<file path="src/rtl/pipe_ctrl_nway_if.sv">
// Handshake bundle between the pipeline control block and the rest of the core.
// The master drives requests and the slave (pipe_ctrl_nway) drives controls.
interface pipe_ctrl_nway_if #(
    parameter int LANES      = 2,
    parameter int ADDR_WIDTH = 32,
    parameter int NSTAGE     = 5
);
    logic                        icache_stall_req;
    logic                        dcache_stall_req;
    logic                        hazard_stall_req;
    logic                        ex_stall_req;
    logic                        excp_flag;
    logic [ADDR_WIDTH-1:0]       excp_pc;
    logic [LANES-1:0]            br_flag;
    logic [LANES*ADDR_WIDTH-1:0] br_pc;
    logic [LANES-1:0]            fence_req;
    logic [LANES-1:0]            wfi_req;
    logic                        wfi_clr;
    logic [LANES-1:0]            ex_ldst;
    logic [LANES-1:0]            mem_ldst;
    logic                        mem_flush_done;
    logic                        redir_ready;

    logic [NSTAGE-1:0]           stall;
    logic [NSTAGE-2:0]           flush;
    logic [LANES-1:0]            lane_kill;
    logic                        redir_valid;
    logic [ADDR_WIDTH-1:0]       redir_pc;
    logic                        mem_flush;
    logic                        fence_busy;
    logic                        wfi_sleep;

    modport master (
        output icache_stall_req, dcache_stall_req, hazard_stall_req, ex_stall_req,
               excp_flag, excp_pc, br_flag, br_pc, fence_req, wfi_req, wfi_clr,
               ex_ldst, mem_ldst, mem_flush_done, redir_ready,
        input  stall, flush, lane_kill, redir_valid, redir_pc, mem_flush,
               fence_busy, wfi_sleep
    );

    modport slave (
        input  icache_stall_req, dcache_stall_req, hazard_stall_req, ex_stall_req,
               excp_flag, excp_pc, br_flag, br_pc, fence_req, wfi_req, wfi_clr,
               ex_ldst, mem_ldst, mem_flush_done, redir_ready,
        output stall, flush, lane_kill, redir_valid, redir_pc, mem_flush,
               fence_busy, wfi_sleep
    );
endinterface

</file>
<file path="src/rtl/pipe_ctrl_nway.sv">
// N-way pipeline control: stall/flush generation, branch/exception redirect,
// fence sequencing with dcache flush, and WFI sleep.
module pipe_ctrl_nway #(
    parameter int LANES      = 2,
    parameter int ADDR_WIDTH = 32,
    parameter int NSTAGE     = 5
) (
    input logic            clk,
    input logic            rst_n,
    pipe_ctrl_nway_if.slave bus
);
    localparam logic [1:0] IDLE   = 2'd0;
    localparam logic [1:0] DRAIN  = 2'd1;
    localparam logic [1:0] FLUSH  = 2'd2;
    localparam logic [1:0] RESUME = 2'd3;

    logic [1:0]            fenceState;
    logic                  wfiSleep;
    logic                  redirValid;
    logic [ADDR_WIDTH-1:0] redirPc;
    logic                  memFlush;

    logic                  brFound;
    logic [ADDR_WIDTH-1:0] brTarget;
    logic [LANES-1:0]      killMask;
    logic [4:0]            stallBase;
    logic [NSTAGE-1:0]     stallVec;
    logic [NSTAGE-2:0]     flushVec;
    logic                  fenceStart;
    logic                  drainDone;
    logic                  wfiAccept;

    // Lane 0 is oldest: the first flagged lane wins and every younger lane dies.
    always_comb begin
        brFound  = 1'b0;
        brTarget = '0;
        killMask = '0;
        for (int unsigned i = 0; i < LANES; i++) begin
            if (brFound) begin
                killMask[i] = 1'b1;
            end else if (bus.br_flag[i]) begin
                brFound  = 1'b1;
                brTarget = bus.br_pc[i*ADDR_WIDTH +: ADDR_WIDTH];
            end
        end
    end

    always_comb begin
        if (wfiSleep)                                       stallBase = 5'b11111;
        else if (bus.dcache_stall_req)                      stallBase = 5'b00111;
        else if (fenceState == DRAIN || fenceState == FLUSH) stallBase = 5'b00011;
        else if (bus.hazard_stall_req)                      stallBase = 5'b00011;
        else if (bus.ex_stall_req)                          stallBase = 5'b00111;
        else if (bus.icache_stall_req)                      stallBase = 5'b00001;
        else if (redirValid && !bus.redir_ready)            stallBase = 5'b00001;
        else                                                stallBase = 5'b00000;
    end

    // Stages past WB-side index 4 track bit 4 when the pipe is deeper than five.
    always_comb begin
        stallVec = '0;
        for (int unsigned k = 0; k < NSTAGE; k++)
            stallVec[k] = stallBase[(k < 5) ? k : 4];
    end

    always_comb begin
        flushVec = '0;
        for (int unsigned k = 0; k < NSTAGE - 1; k++)
            flushVec[k] = (stallVec[k] & ~stallVec[k+1])
                        | (bus.excp_flag & (k < 3))
                        | (brFound & (k < 2))
                        | ((fenceState == RESUME) & (k == 0));
    end

    assign fenceStart = (fenceState == IDLE) && (|bus.fence_req) && !brFound && !bus.excp_flag;
    assign drainDone  = (bus.ex_ldst == '0) && (bus.mem_ldst == '0) && !bus.dcache_stall_req;
    assign wfiAccept  = (|bus.wfi_req) && !bus.excp_flag && !bus.wfi_clr
                     && (fenceState == IDLE) && !fenceStart;

    always_ff @(posedge clk) begin
        if (!rst_n) begin
            redirValid <= 1'b0;
            redirPc    <= '0;
        end else if (bus.excp_flag) begin
            redirValid <= 1'b1;
            redirPc    <= bus.excp_pc;
        end else if (redirValid) begin
            if (bus.redir_ready)
                redirValid <= 1'b0;
        end else if (brFound) begin
            redirValid <= 1'b1;
            redirPc    <= brTarget;
        end
    end

    always_ff @(posedge clk) begin
        if (!rst_n) begin
            fenceState <= IDLE;
            memFlush   <= 1'b0;
        end else begin
            memFlush <= 1'b0;
            if (bus.excp_flag) begin
                fenceState <= IDLE;
            end else begin
                case (fenceState)
                    IDLE:   if (fenceStart) fenceState <= DRAIN;
                    DRAIN:  if (drainDone) begin
                                fenceState <= FLUSH;
                                memFlush   <= 1'b1;
                            end
                    FLUSH:  if (bus.mem_flush_done) fenceState <= RESUME;
                    default: fenceState <= IDLE;
                endcase
            end
        end
    end

    always_ff @(posedge clk) begin
        if (!rst_n)
            wfiSleep <= 1'b0;
        else if (wfiSleep)
            wfiSleep <= !bus.wfi_clr;
        else
            wfiSleep <= wfiAccept;
    end

    assign bus.stall       = stallVec;
    assign bus.flush       = flushVec;
    assign bus.lane_kill   = bus.excp_flag ? '1 : killMask;
    assign bus.redir_valid = redirValid;
    assign bus.redir_pc    = redirPc;
    assign bus.mem_flush   = memFlush;
    assign bus.fence_busy  = (fenceState != IDLE);
    assign bus.wfi_sleep   = wfiSleep;
endmodule

</file>
<file path="src/flat_wrapper.sv">
// flat-port wrapper written by rule: the top's interface ports become plain ports
module pipe_ctrl_nway_flat 
#(
    parameter int LANES      = 2,
    parameter int ADDR_WIDTH = 32,
    parameter int NSTAGE     = 5
)
  (clk, rst_n, bus_icache_stall_req, bus_dcache_stall_req, bus_hazard_stall_req, bus_ex_stall_req, bus_excp_flag, bus_excp_pc, bus_br_flag, bus_br_pc, bus_fence_req, bus_wfi_req, bus_wfi_clr, bus_ex_ldst, bus_mem_ldst, bus_mem_flush_done, bus_redir_ready, bus_stall, bus_flush, bus_lane_kill, bus_redir_valid, bus_redir_pc, bus_mem_flush, bus_fence_busy, bus_wfi_sleep);
  pipe_ctrl_nway_if #(.LANES(LANES), .ADDR_WIDTH(ADDR_WIDTH), .NSTAGE(NSTAGE)) bus_i ();
  input logic clk;
  input logic rst_n;
  input wire logic [$bits(bus_i.icache_stall_req)-1:0] bus_icache_stall_req;
  input wire logic [$bits(bus_i.dcache_stall_req)-1:0] bus_dcache_stall_req;
  input wire logic [$bits(bus_i.hazard_stall_req)-1:0] bus_hazard_stall_req;
  input wire logic [$bits(bus_i.ex_stall_req)-1:0] bus_ex_stall_req;
  input wire logic [$bits(bus_i.excp_flag)-1:0] bus_excp_flag;
  input wire logic [$bits(bus_i.excp_pc)-1:0] bus_excp_pc;
  input wire logic [$bits(bus_i.br_flag)-1:0] bus_br_flag;
  input wire logic [$bits(bus_i.br_pc)-1:0] bus_br_pc;
  input wire logic [$bits(bus_i.fence_req)-1:0] bus_fence_req;
  input wire logic [$bits(bus_i.wfi_req)-1:0] bus_wfi_req;
  input wire logic [$bits(bus_i.wfi_clr)-1:0] bus_wfi_clr;
  input wire logic [$bits(bus_i.ex_ldst)-1:0] bus_ex_ldst;
  input wire logic [$bits(bus_i.mem_ldst)-1:0] bus_mem_ldst;
  input wire logic [$bits(bus_i.mem_flush_done)-1:0] bus_mem_flush_done;
  input wire logic [$bits(bus_i.redir_ready)-1:0] bus_redir_ready;
  output wire logic [$bits(bus_i.stall)-1:0] bus_stall;
  output wire logic [$bits(bus_i.flush)-1:0] bus_flush;
  output wire logic [$bits(bus_i.lane_kill)-1:0] bus_lane_kill;
  output wire logic [$bits(bus_i.redir_valid)-1:0] bus_redir_valid;
  output wire logic [$bits(bus_i.redir_pc)-1:0] bus_redir_pc;
  output wire logic [$bits(bus_i.mem_flush)-1:0] bus_mem_flush;
  output wire logic [$bits(bus_i.fence_busy)-1:0] bus_fence_busy;
  output wire logic [$bits(bus_i.wfi_sleep)-1:0] bus_wfi_sleep;
  assign bus_i.icache_stall_req = bus_icache_stall_req;
  assign bus_i.dcache_stall_req = bus_dcache_stall_req;
  assign bus_i.hazard_stall_req = bus_hazard_stall_req;
  assign bus_i.ex_stall_req = bus_ex_stall_req;
  assign bus_i.excp_flag = bus_excp_flag;
  assign bus_i.excp_pc = bus_excp_pc;
  assign bus_i.br_flag = bus_br_flag;
  assign bus_i.br_pc = bus_br_pc;
  assign bus_i.fence_req = bus_fence_req;
  assign bus_i.wfi_req = bus_wfi_req;
  assign bus_i.wfi_clr = bus_wfi_clr;
  assign bus_i.ex_ldst = bus_ex_ldst;
  assign bus_i.mem_ldst = bus_mem_ldst;
  assign bus_i.mem_flush_done = bus_mem_flush_done;
  assign bus_i.redir_ready = bus_redir_ready;
  assign bus_stall = bus_i.stall;
  assign bus_flush = bus_i.flush;
  assign bus_lane_kill = bus_i.lane_kill;
  assign bus_redir_valid = bus_i.redir_valid;
  assign bus_redir_pc = bus_i.redir_pc;
  assign bus_mem_flush = bus_i.mem_flush;
  assign bus_fence_busy = bus_i.fence_busy;
  assign bus_wfi_sleep = bus_i.wfi_sleep;
  pipe_ctrl_nway #(.LANES(LANES), .ADDR_WIDTH(ADDR_WIDTH), .NSTAGE(NSTAGE)) u_core (.clk(clk), .rst_n(rst_n), .bus(bus_i));
endmodule
</file>
<file path="config.mk">
export PLATFORM = sky130hd
export DESIGN_NAME = pipe_ctrl_nway_flat
export DESIGN_NICKNAME = d
export VERILOG_FILES = /design/src/rtl/pipe_ctrl_nway_if.sv /design/src/rtl/pipe_ctrl_nway.sv /design/src/flat_wrapper.sv
export SDC_FILE = /design/constraint.sdc
export NUM_CORES = 1
export LEC_CHECK = 0
export BUFFER_PORTS_ARGS = -buffer_cell sky130_fd_sc_hd__buf_2
export CAP_MARGIN = 20
export CORE_ASPECT_RATIO = 1.1
export CORE_MARGIN = 1
export CORE_UTILIZATION = 39
export CTS_CLUSTER_SIZE = 16
export DETAILED_ROUTE_END_ITERATION = 10
export GPL_ROUTABILITY_DRIVEN = 0
export PLACE_DENSITY = 0.83
export SLEW_MARGIN = 40
export SYNTH_ARGS = -nofsm -noshare
export SYNTH_HDL_FRONTEND = slang
export SYNTH_SLANG_ARGS = --single-unit
</file>
<file path="constraint.sdc">
create_clock -name clk -period 2.7 [get_ports clk]
set_input_delay 0.81 -clock clk [delete_from_list [all_inputs] [get_ports clk]]
set_output_delay 0.81 -clock clk [all_outputs]
set_load 0.01 [all_outputs]
</file>
==> flow_summary.ini <==
[logic_synthesis]
synth_top_family_by_area = compound AO/OA/AOI/OAI gates
yosysUniqueCellTypes = 34
syn-num-nets = 364
ys.flop_type = dfxtp_1
synthMuxAreaShare_pct = 0.997
synth_enable_flop_cells = 0
async_flop_share_pct = 0
avgSynthCellArea_um2 = 8.26
synth_area_leaders = dfxtp_1 37%, a22o_1 14%, a22oi_1 12%
synth-simple-area-share_pct = 13.2
yosysWarnings = 0
yosysSeqAreaShare_pct = 36.9
syn_inst = 243
synth_compound_area_share_pct = 38.5
synth-xor-area-share_pct = 0
syn_area_um2 = 2010
netlist.area_leader.share_pct = 36.9
synth_top_area_cell = dfxtp_1
synth_fa_ha_area_share_pct = 3.12
yosys-top-cells-count = 37 x dfxtp_1, 37 x nand2_1, 32 x a22o_1
ys_seq_elements = 37

[final_layout]
multiInputGateArea_um2 = 1150
fin_nets = 519
area_growth_pct = 49.5
regArea_um2 = 743
diodes = 0
drive_above_1_share_pct = 48.9
fillers = 460
final_area_um2 = 3000
fin_util_pct = 60.5

[timing]
tightestPinTransition_ps = 729
setup-violations-final = 0
setup_tns_ps = 0
fin_crit_ps = 2650
fin_crit_sh_pct = 98.3
fin_skew_ps = 3.50
rsz0062_at_grt = no
whs_ps = 474
max_freq_ghz = 0.377
finalMaxSlewViolations = 0
hold_viol_final = 0
slew_headroom_pct = 51.2

[cts]
clock_latency_ps = 280
clockRootBuffer = clkbuf_8
numCtsBuffers = 5
cts.path.max_buffers = 2
clkSlewWorstSetupHoldPaths_ps = 70
cts_tree = yes
hold_buffers = 0
htreeDepth = 2
clock-sinks = 37

[global_routing]
grt_max_degree = 46
grt_pass1_wl_mm = 9.14
antenna_found_initial = 0
grtUsageTotal_pct = 20.7
grt_pass1_vias = 2138
grt-ovfl-total = 0

[min_path]
hp-class = flop to flop

[critical_path]
arrival_ps = 1840
critPathCaptureType = primary output
crit_path_max_fanout = 3
critPathLaunchType = primary input
required_ps = 1890
path_class = primary input to primary output

[power_and_ir_drop]
p_comb_share_pct = 23.2
p_leak_uw = 0.00155
swShare_pct = 25.6
power.density_nw_per_um2 = 471
seqPwrFrac_pct = 42.8
clkPwrFrac_pct = 34.0
peakVddDrop_v = 0.000236
power.internal_uw = 1050
net-switching-power_uw = 361

[placement]
dp_hpwl_mm = 4.50
place_area_um2 = 2850
port_buffers = 161

[drt]
drc = 0
dr.pass1.iters = 5
num_vias = 2392
drtIter0Drc = 91
wl_mm = 5.92
wl_per_cell_um = 13.0
ant_nets = 0
viasPerCell = 5.23

[die]
initial_core_util_pct = 40.4
core-area_um2 = 4970
rows = 27
io-pin-count = 163
dieArea_um2 = 5440
die_w_um = 70.4
die_y_um = 77.3

[run]
max-cap-violations = 0

[run_status]
status = finished clean
worst max-delay path: stages:
cell      delay [ps]
buf_2            100
nor2_2           120
or4b_4           480
o211ai_1         170
buf_2            160
cell usage in the layout (no fill, tap or decap), types with 2 or more instances in the layout:
| cell type | n |
|---|---|
| nor3_1 | 4 |
| inv_2 | 2 |
| o21a_1 | 2 |
| o21ai_1 | 3 |
| ha_1 | 4 |
| nand2_1 | 37 |
| nor2_1 | 5 |
| mux2i_1 | 2 |
| inv_1 | 3 |
| a21oi_1 | 5 |
| nor2b_2 | 3 |
| o21ai_0 | 30 |
| a22oi_1 | 31 |
| clkbuf_8 | 6 |
| dfxtp_1 | 35 |
| nand2b_1 | 2 |
| buf_4 | 13 |
| a22o_1 | 32 |
| buf_2 | 161 |
| dfxtp_2 | 2 |
power by group through the flow:
stage,combinational [uW],clock [uW],sequential (uW)
finish,328,481,605
global route,362,517,609
CTS,330,498,604
detailed placement,326,0,616
global placement,318,0,615
floorplan,149,0,634
path summary, 6_finish.rpt:
kind                                 from                       to  slack (ps)  cells past startpoint
setup / recovery     bus_hazard_stall_req             bus_flush[0]          50                      5
hold / removal    u_core.bus.redir_pc[12]  u_core.bus.redir_pc[12]         470                      1
setup reg to reg   u_core.bus.redir_valid  u_core.bus.redir_pc[18]        1080                      4
hold reg to reg   u_core.bus.redir_pc[12]  u_core.bus.redir_pc[12]         470                      1
routing by layer:
metal | global-route usage, % | up-vias | wire length [um]
li1 | - | 1199 | -
met1 | 21.8 | 1077 | 2420
met2 | 39.4 | 110 | 3030
met3 | 4.73 | 6 | 417
met4 | 6.60 | 0 | 57
met5 | 0 | - | 0
final cells by class:
cell class                 count  share of cell area [%]
multi-input combinational    175                    38.2
inverter                       5                   0.625
clock inverter                 1                    1.00
sequential                    37                    24.8
timing repair buffer         174                    30.1
clock buffer                   7                    2.88
tap                           58                    2.42
logic make-up (layout without fill, tap and decap cells):
| group | Yosys count | after routing |
|---|---|---|
| compound gates | 109 | 109 |
| simple gates | 58 | 58 |
| flops | 37 | 37 |
| buf+inv | 31 | 187 |
| fa+ha+maj | 5 | 5 |
| mux | 2 | 2 |
| other cells | 1 | 1 |
stage by stage:
stage | cells | total power, uW | setup WS (ps)
2_1_floorplan | 243 | 783 | 90.5
3_3_place_gp | 447 | 933 | 65.1
3_5_place_dp | 447 | 943 | 14.1
4_1_cts | 457 | 1430 | 35.9
5_1_grt | 457 | 1490 | 4.80
6_report | 457 | 1410 | 47.1
flip-flops by register name, summed over array words and instances, names as in the netlist:
signal,count
u_core.bus.wfi_sleep,1
u_core.bus.redir_pc,32
u_core.fenceState,2
u_core.bus.mem_flush,1
u_core.bus.redir_valid,1
what timing repair did:
action                     in CTS  in global routing
gates cloned                    0                  0
buffers inserted                2                  0
resized for setup               5                  1
pin swaps                       2                  0
setup endpoints to repair       3                  1
No activity file was read; power rests on OpenSTA's default activity.
